**src/rtl/game_controller.sv**
```systemverilog
// Game-state controller downstream of the ball/paddle movement stage: serve timing,
// rally hit count, lives, best score and game-over, all qualified on a frame tick.
module game_controller #(
  parameter int unsigned LIVES        = 3,
  parameter int unsigned SERVE_FRAMES = 60,
  parameter int unsigned MISS_FRAMES  = 90
) (
  input  logic       clk,
  input  logic       reset,
  input  logic       endofframe,
  input  logic       btn_start,
  input  logic       collided,
  input  logic       missed,
  output logic       frame_tick,
  output logic       hold_ball,
  output logic       play_active,
  output logic [7:0] hits_bcd,
  output logic [7:0] best_bcd,
  output logic [1:0] lives,
  output logic       game_over,
  output logic [2:0] state
);

  localparam logic [1:0] LivesInit = 2'(LIVES);
  localparam logic [7:0] ServeLast = 8'(SERVE_FRAMES - 1);
  localparam logic [7:0] MissLast  = 8'(MISS_FRAMES - 1);

  typedef enum logic [2:0] {
    StIdle  = 3'd0,
    StServe = 3'd1,
    StPlay  = 3'd2,
    StMiss  = 3'd3,
    StOver  = 3'd4
  } state_e;

  state_e     state_q, state_d;
  logic       endofframe_q;
  logic       btn_start_q;
  logic       collided_prev_q;
  logic [7:0] frame_cnt_q;
  logic [7:0] hits_next;
  logic       start_pulse;
  logic       hit_event;
  logic       miss_event;
  logic       best_lower;

  assign state       = state_q;
  assign start_pulse = btn_start & ~btn_start_q;
  assign miss_event  = frame_tick & missed & (state_q == StPlay);
  // A held collision counts once; a simultaneous miss suppresses the hit.
  assign hit_event   = frame_tick & collided & ~collided_prev_q & ~missed & (state_q == StPlay);

  always_ff @(posedge clk or negedge reset) begin
    if (!reset) begin
      endofframe_q <= 1'b0;
      btn_start_q  <= 1'b0;
      frame_tick   <= 1'b0;
    end else begin
      endofframe_q <= endofframe;
      btn_start_q  <= btn_start;
      frame_tick   <= endofframe & ~endofframe_q;
    end
  end

  // Saturating two-digit BCD increment.
  always_comb begin
    hits_next = hits_bcd;
    if (hits_bcd == 8'h99) begin
      hits_next = hits_bcd;
    end else if (hits_bcd[3:0] >= 4'd9) begin
      hits_next = {hits_bcd[7:4] + 4'd1, 4'd0};
    end else begin
      hits_next = {hits_bcd[7:4], hits_bcd[3:0] + 4'd1};
    end
  end

  assign best_lower = (hits_bcd[7:4] > best_bcd[7:4]) ||
                      ((hits_bcd[7:4] == best_bcd[7:4]) && (hits_bcd[3:0] > best_bcd[3:0]));

  always_ff @(posedge clk or negedge reset) begin
    if (!reset) begin
      best_bcd <= 8'h00;
    end else if (best_lower) begin
      best_bcd <= hits_bcd;
    end
  end

  always_comb begin
    state_d = state_q;
    unique case (state_q)
      StIdle, StOver: if (start_pulse) state_d = StServe;
      StServe: if (frame_tick && frame_cnt_q == ServeLast) state_d = StPlay;
      StPlay:  if (miss_event) state_d = StMiss;
      StMiss: begin
        if (frame_tick && frame_cnt_q == MissLast) begin
          state_d = (lives == 2'd0) ? StOver : StServe;
        end
      end
      default: state_d = StIdle;
    endcase
  end

  always_ff @(posedge clk or negedge reset) begin
    if (!reset) begin
      state_q         <= StIdle;
      hold_ball       <= 1'b1;
      play_active     <= 1'b0;
      game_over       <= 1'b0;
      hits_bcd        <= 8'h00;
      lives           <= LivesInit;
      frame_cnt_q     <= 8'd0;
      collided_prev_q <= 1'b0;
    end else begin
      state_q     <= state_d;
      hold_ball   <= (state_d != StPlay);
      play_active <= (state_d == StPlay);
      game_over   <= (state_d == StOver);
      unique case (state_q)
        StIdle, StOver: begin
          if (start_pulse) begin
            hits_bcd        <= 8'h00;
            lives           <= LivesInit;
            frame_cnt_q     <= 8'd0;
            collided_prev_q <= 1'b0;
          end
        end
        StServe: begin
          if (frame_tick) begin
            frame_cnt_q <= (frame_cnt_q == ServeLast) ? 8'd0 : frame_cnt_q + 8'd1;
          end
        end
        StPlay: begin
          if (frame_tick) begin
            collided_prev_q <= collided;
            if (miss_event) begin
              frame_cnt_q <= 8'd0;
              if (lives != 2'd0) lives <= lives - 2'd1;
            end else if (hit_event) begin
              hits_bcd <= hits_next;
            end
          end
        end
        StMiss: begin
          if (frame_tick) begin
            if (frame_cnt_q == MissLast) begin
              frame_cnt_q     <= 8'd0;
              collided_prev_q <= 1'b0;
            end else begin
              frame_cnt_q <= frame_cnt_q + 8'd1;
            end
          end
        end
        default: ;
      endcase
    end
  end

endmodule

```
**config.mk**
```make
export PLATFORM = sky130hd
export DESIGN_NAME = game_controller
export DESIGN_NICKNAME = d
export VERILOG_FILES = /design/src/rtl/game_controller.sv
export SDC_FILE = /design/constraint.sdc
export NUM_CORES = 1
export LEC_CHECK = 0
export BUFFER_PORTS_ARGS = -buffer_cell sky130_fd_sc_hd__buf_4
export CORE_ASPECT_RATIO = 1.2
export CORE_MARGIN = 2
export CORE_UTILIZATION = 50
export CTS_BUF_LIST = sky130_fd_sc_hd__clkbuf_4 sky130_fd_sc_hd__clkbuf_8
export DETAILED_ROUTE_END_ITERATION = 10
export HOLD_SLACK_MARGIN = 0.06
export PLACE_DENSITY = 0.84
export REMOVE_ABC_BUFFERS = 1
export SYNTH_ARGS = -nofsm -noshare
export SYNTH_HDL_FRONTEND = slang
export SYNTH_SLANG_ARGS = --single-unit
export TNS_END_PERCENT = 30
```
**constraint.sdc**
```tcl
create_clock -name clk -period 1.95 [get_ports clk]
set_clock_uncertainty 0.1 [all_clocks]
set_input_delay 0.585 -clock clk [delete_from_list [all_inputs] [get_ports clk]]
set_output_delay 0.585 -clock clk [all_outputs]
set_load 0.005 [all_outputs]
```
==> impl_metrics.toml <==
[worst_setup_path]
critPathRequiredTime_ns = 2.08
cp_max_fo = 4
rr_worst_depth = 4
cp-start-kind = "flip-flop"
crit_arrival_ns = 2.05
cp-startpoint = "state[1]"
worstSetupPathType = "flip-flop to flip-flop"
crit_end = "frame_cnt_q[6]"
crit_path_end_kind = "flip-flop"
r2r_start = "state[1]"
rr_endpoint = "frame_cnt_q[6]"
r2r_setup_slack_ns = 0.03

[clock_network]
ctsHoldBuffers = 0
insertion_delay_ns = 0.30
cts_tree = "built"
clk_pin_slew_ns = 0.08
ctsHtreeMaxLevel = 2
numClockSinks = 36
cts_buffer_depth = 2
numCtsBuffers = 5
cts.root.buffer_cell = "clkbuf_8"

[synth]
yosys_register_bits = 36
synth_edf_count = 0
synth_cell_types = 54
synth-seq-area-share_pct = 38.3
yosysWarningCount = 0
postSynthAreaPerCell_um2 = 9.54
synth_cells = 248
synth_flop_cell = "dfrtp_1"
syn-cell-area_mm2 = 0.00236
synthArstFlopShare_pct = 100

[placement]
place_congestion = 0.890
dp.cells = 369
io_buffers = 30
dp_hpwl_um = 4480

[global_route]
overflow = 0
track_usage_pct = 25.3
grt_first_pass_wirelength_um = 10200
grt_max_degree = 37
antenna_found_initial = 0
first_global_vias = 2290

[detailed_routing]
ant_nets = 0
first_pass_iters = 4
drt-wirelength-per-cell_um = 16.4
via_per_inst = 6.07
wl_um = 6190
drt_iter0_markers = 116
drc = 0
vias = 2293

[cells_and_area]
nFillCells = 365
area.sequential_um2 = 905
final_common_cell = "buf_4"
drive_gt1_share_pct = 31.3
layout.nets = 341
fin_cells = 378
area_growth_syn_to_layout_pct = 31.2
n_antenna_cell = 0
multi_input_area_mm2 = 0.00141
final_core_util_pct = 68.0
final_cell_mix = "68 x buf_4, 33 x dfrtp_1, 19 x nand2_1"

[timing]
fmax_ghz = 0.520
finalMaxSlewViolations = 0
slew_headroom_pct = 68.2
rsz0062_at_grt = "yes"
setup-violations-final = 0
hold_violations = 0
setup_tns_ns = 0
fin_crit_sh_pct = 98.7
worst_slew_pin_slew_ns = 0.477
period_needed_ns = 1.92

[floorplan]
top_level_ports = 31
die_h_um = 79.3
core_area_mm2 = 0.00456
num_rows = 27
dieArea_mm2 = 0.00530
start_util_pct = 51.9
dieWidth_um = 66.8

[power]
power.density_mw_per_mm2 = 1020
p_leak_uw = 0.00140
ir_worst_vdd_mv = 0.680

[outcome]
outcome = "complete, no violations"

[run]
drv_cap = 0

[hold_path]
hold_path_class = "primary input to asynchronous set/reset pin"
cells by family after synthesis:
logic type,share of synthesized area (%)
compound gates,23.7
flops,38.3
mux,1.75
fa+ha+maj,8.47
buf+inv,4.39
simple gates,23.4
synthesized netlist by cell type (2+ instances only):
cell type / count / area share (%)
o21a_1: 4 / 1.3
nand4bb_1: 5 / 2.4
or3_1: 2 / 0.53
nor3b_1: 3 / 0.95
nor3_1: 11 / 2.3
a22oi_1: 11 / 3.5
inv_1: 20 / 3.2
o21ai_0: 12 / 2.5
nand4_1: 2 / 0.53
mux2i_1: 3 / 1.3
a32oi_1: 3 / 1.1
dfrtp_1: 33 / 35
nand4b_1: 3 / 1.1
a21o_1: 3 / 0.95
nand3_1: 13 / 2.8
o21ai_1: 5 / 1.1
or4_1: 3 / 0.95
o2bb2ai_1: 3 / 1.1
a21oi_1: 5 / 1.1
nor4_1: 2 / 0.53
nor2b_1: 5 / 1.3
nand2b_1: 4 / 1.1
o311ai_0: 3 / 1.1
or3b_1: 2 / 0.74
dfstp_2: 3 / 3.3
o31ai_1: 4 / 1.3
o211ai_1: 13 / 4.1
o22a_1: 2 / 0.74
ha_1: 16 / 8.5
nor2_1: 8 / 1.3
nand2_1: 19 / 3.0
critical path: stages, from the launching register on:
cell,delay (ns)
dfrtp_1,0.40
or4b_4,0.54
o31a_1,0.19
or4_4,0.50
a22oi_2,0.12
where the power goes:
group	total (µW)	internal, µW	switching [µW]
clock network	683	379	304
registers	1040	884	159
logic	1450	693	760
total	3180	1960	1220
how the worst min path moves through the flow:
stage / slack, ns / end / depth (start not counted) / from
CTS: 0.15 / state[0] / 1 / reset
global placement: 0.29 / frame_tick / 1 / endofframe_q
finish: 0.14 / best_bcd[5] / 1 / reset
floorplan: 0.19 / best_bcd[0] / 0 / reset
global route: 0.17 / best_bcd[6] / 1 / reset
detailed placement: 0.29 / frame_tick / 1 / endofframe_q
flip-flops by register name (all words and copies together) (netlist names), 2 cells and up:
name,cells
best_bcd,8
frame_cnt_q,8
hits_bcd,8
state,3
lives,2
layer usage:
| metal | track usage (%) | vias to the layer above | routed length [µm] |
|---|---|---|---|
| met5 | 0 | - | 0 |
| met4 | 10.4 | 0 | 104 |
| met3 | 2.97 | 15 | 313 |
| met2 | 46.5 | 93 | 3320 |
| met1 | 28.9 | 1093 | 2450 |
| li1 | - | 1092 | - |
metrics by stage:
step	hold WS (ns)	setup slack [ns]	cell area [µm²]	power, µW
5_1_grt	0.167	-0.0418	3100	3390
6_report	0.137	0.0262	3100	3180
2_1_floorplan	0.189	-0.156	2340	1810
4_1_cts	0.154	0.00645	3050	3110
3_5_place_dp	0.291	-0.215	2930	2410
3_3_place_gp	0.285	-0.164	2930	2350
cell type report:
cell class	count	share of cell area, %
inverter	20	2.42
tap	58	2.34
multi-input combinational	187	45.4
clock buffer	5	2.22
timing repair buffer	69	17.1
clock inverter	3	1.37
sequential	36	29.2
timing repair:
item | CTS | global route
cloned | 0 | 0
setup endpoints to repair | 2 | 21
hold endpoints to repair | 0 | 0
pin swaps | 1 | 2
resized for setup | 5 | 9
setup buffers | 0 | 1
Power figures use the tool's default switching activity.
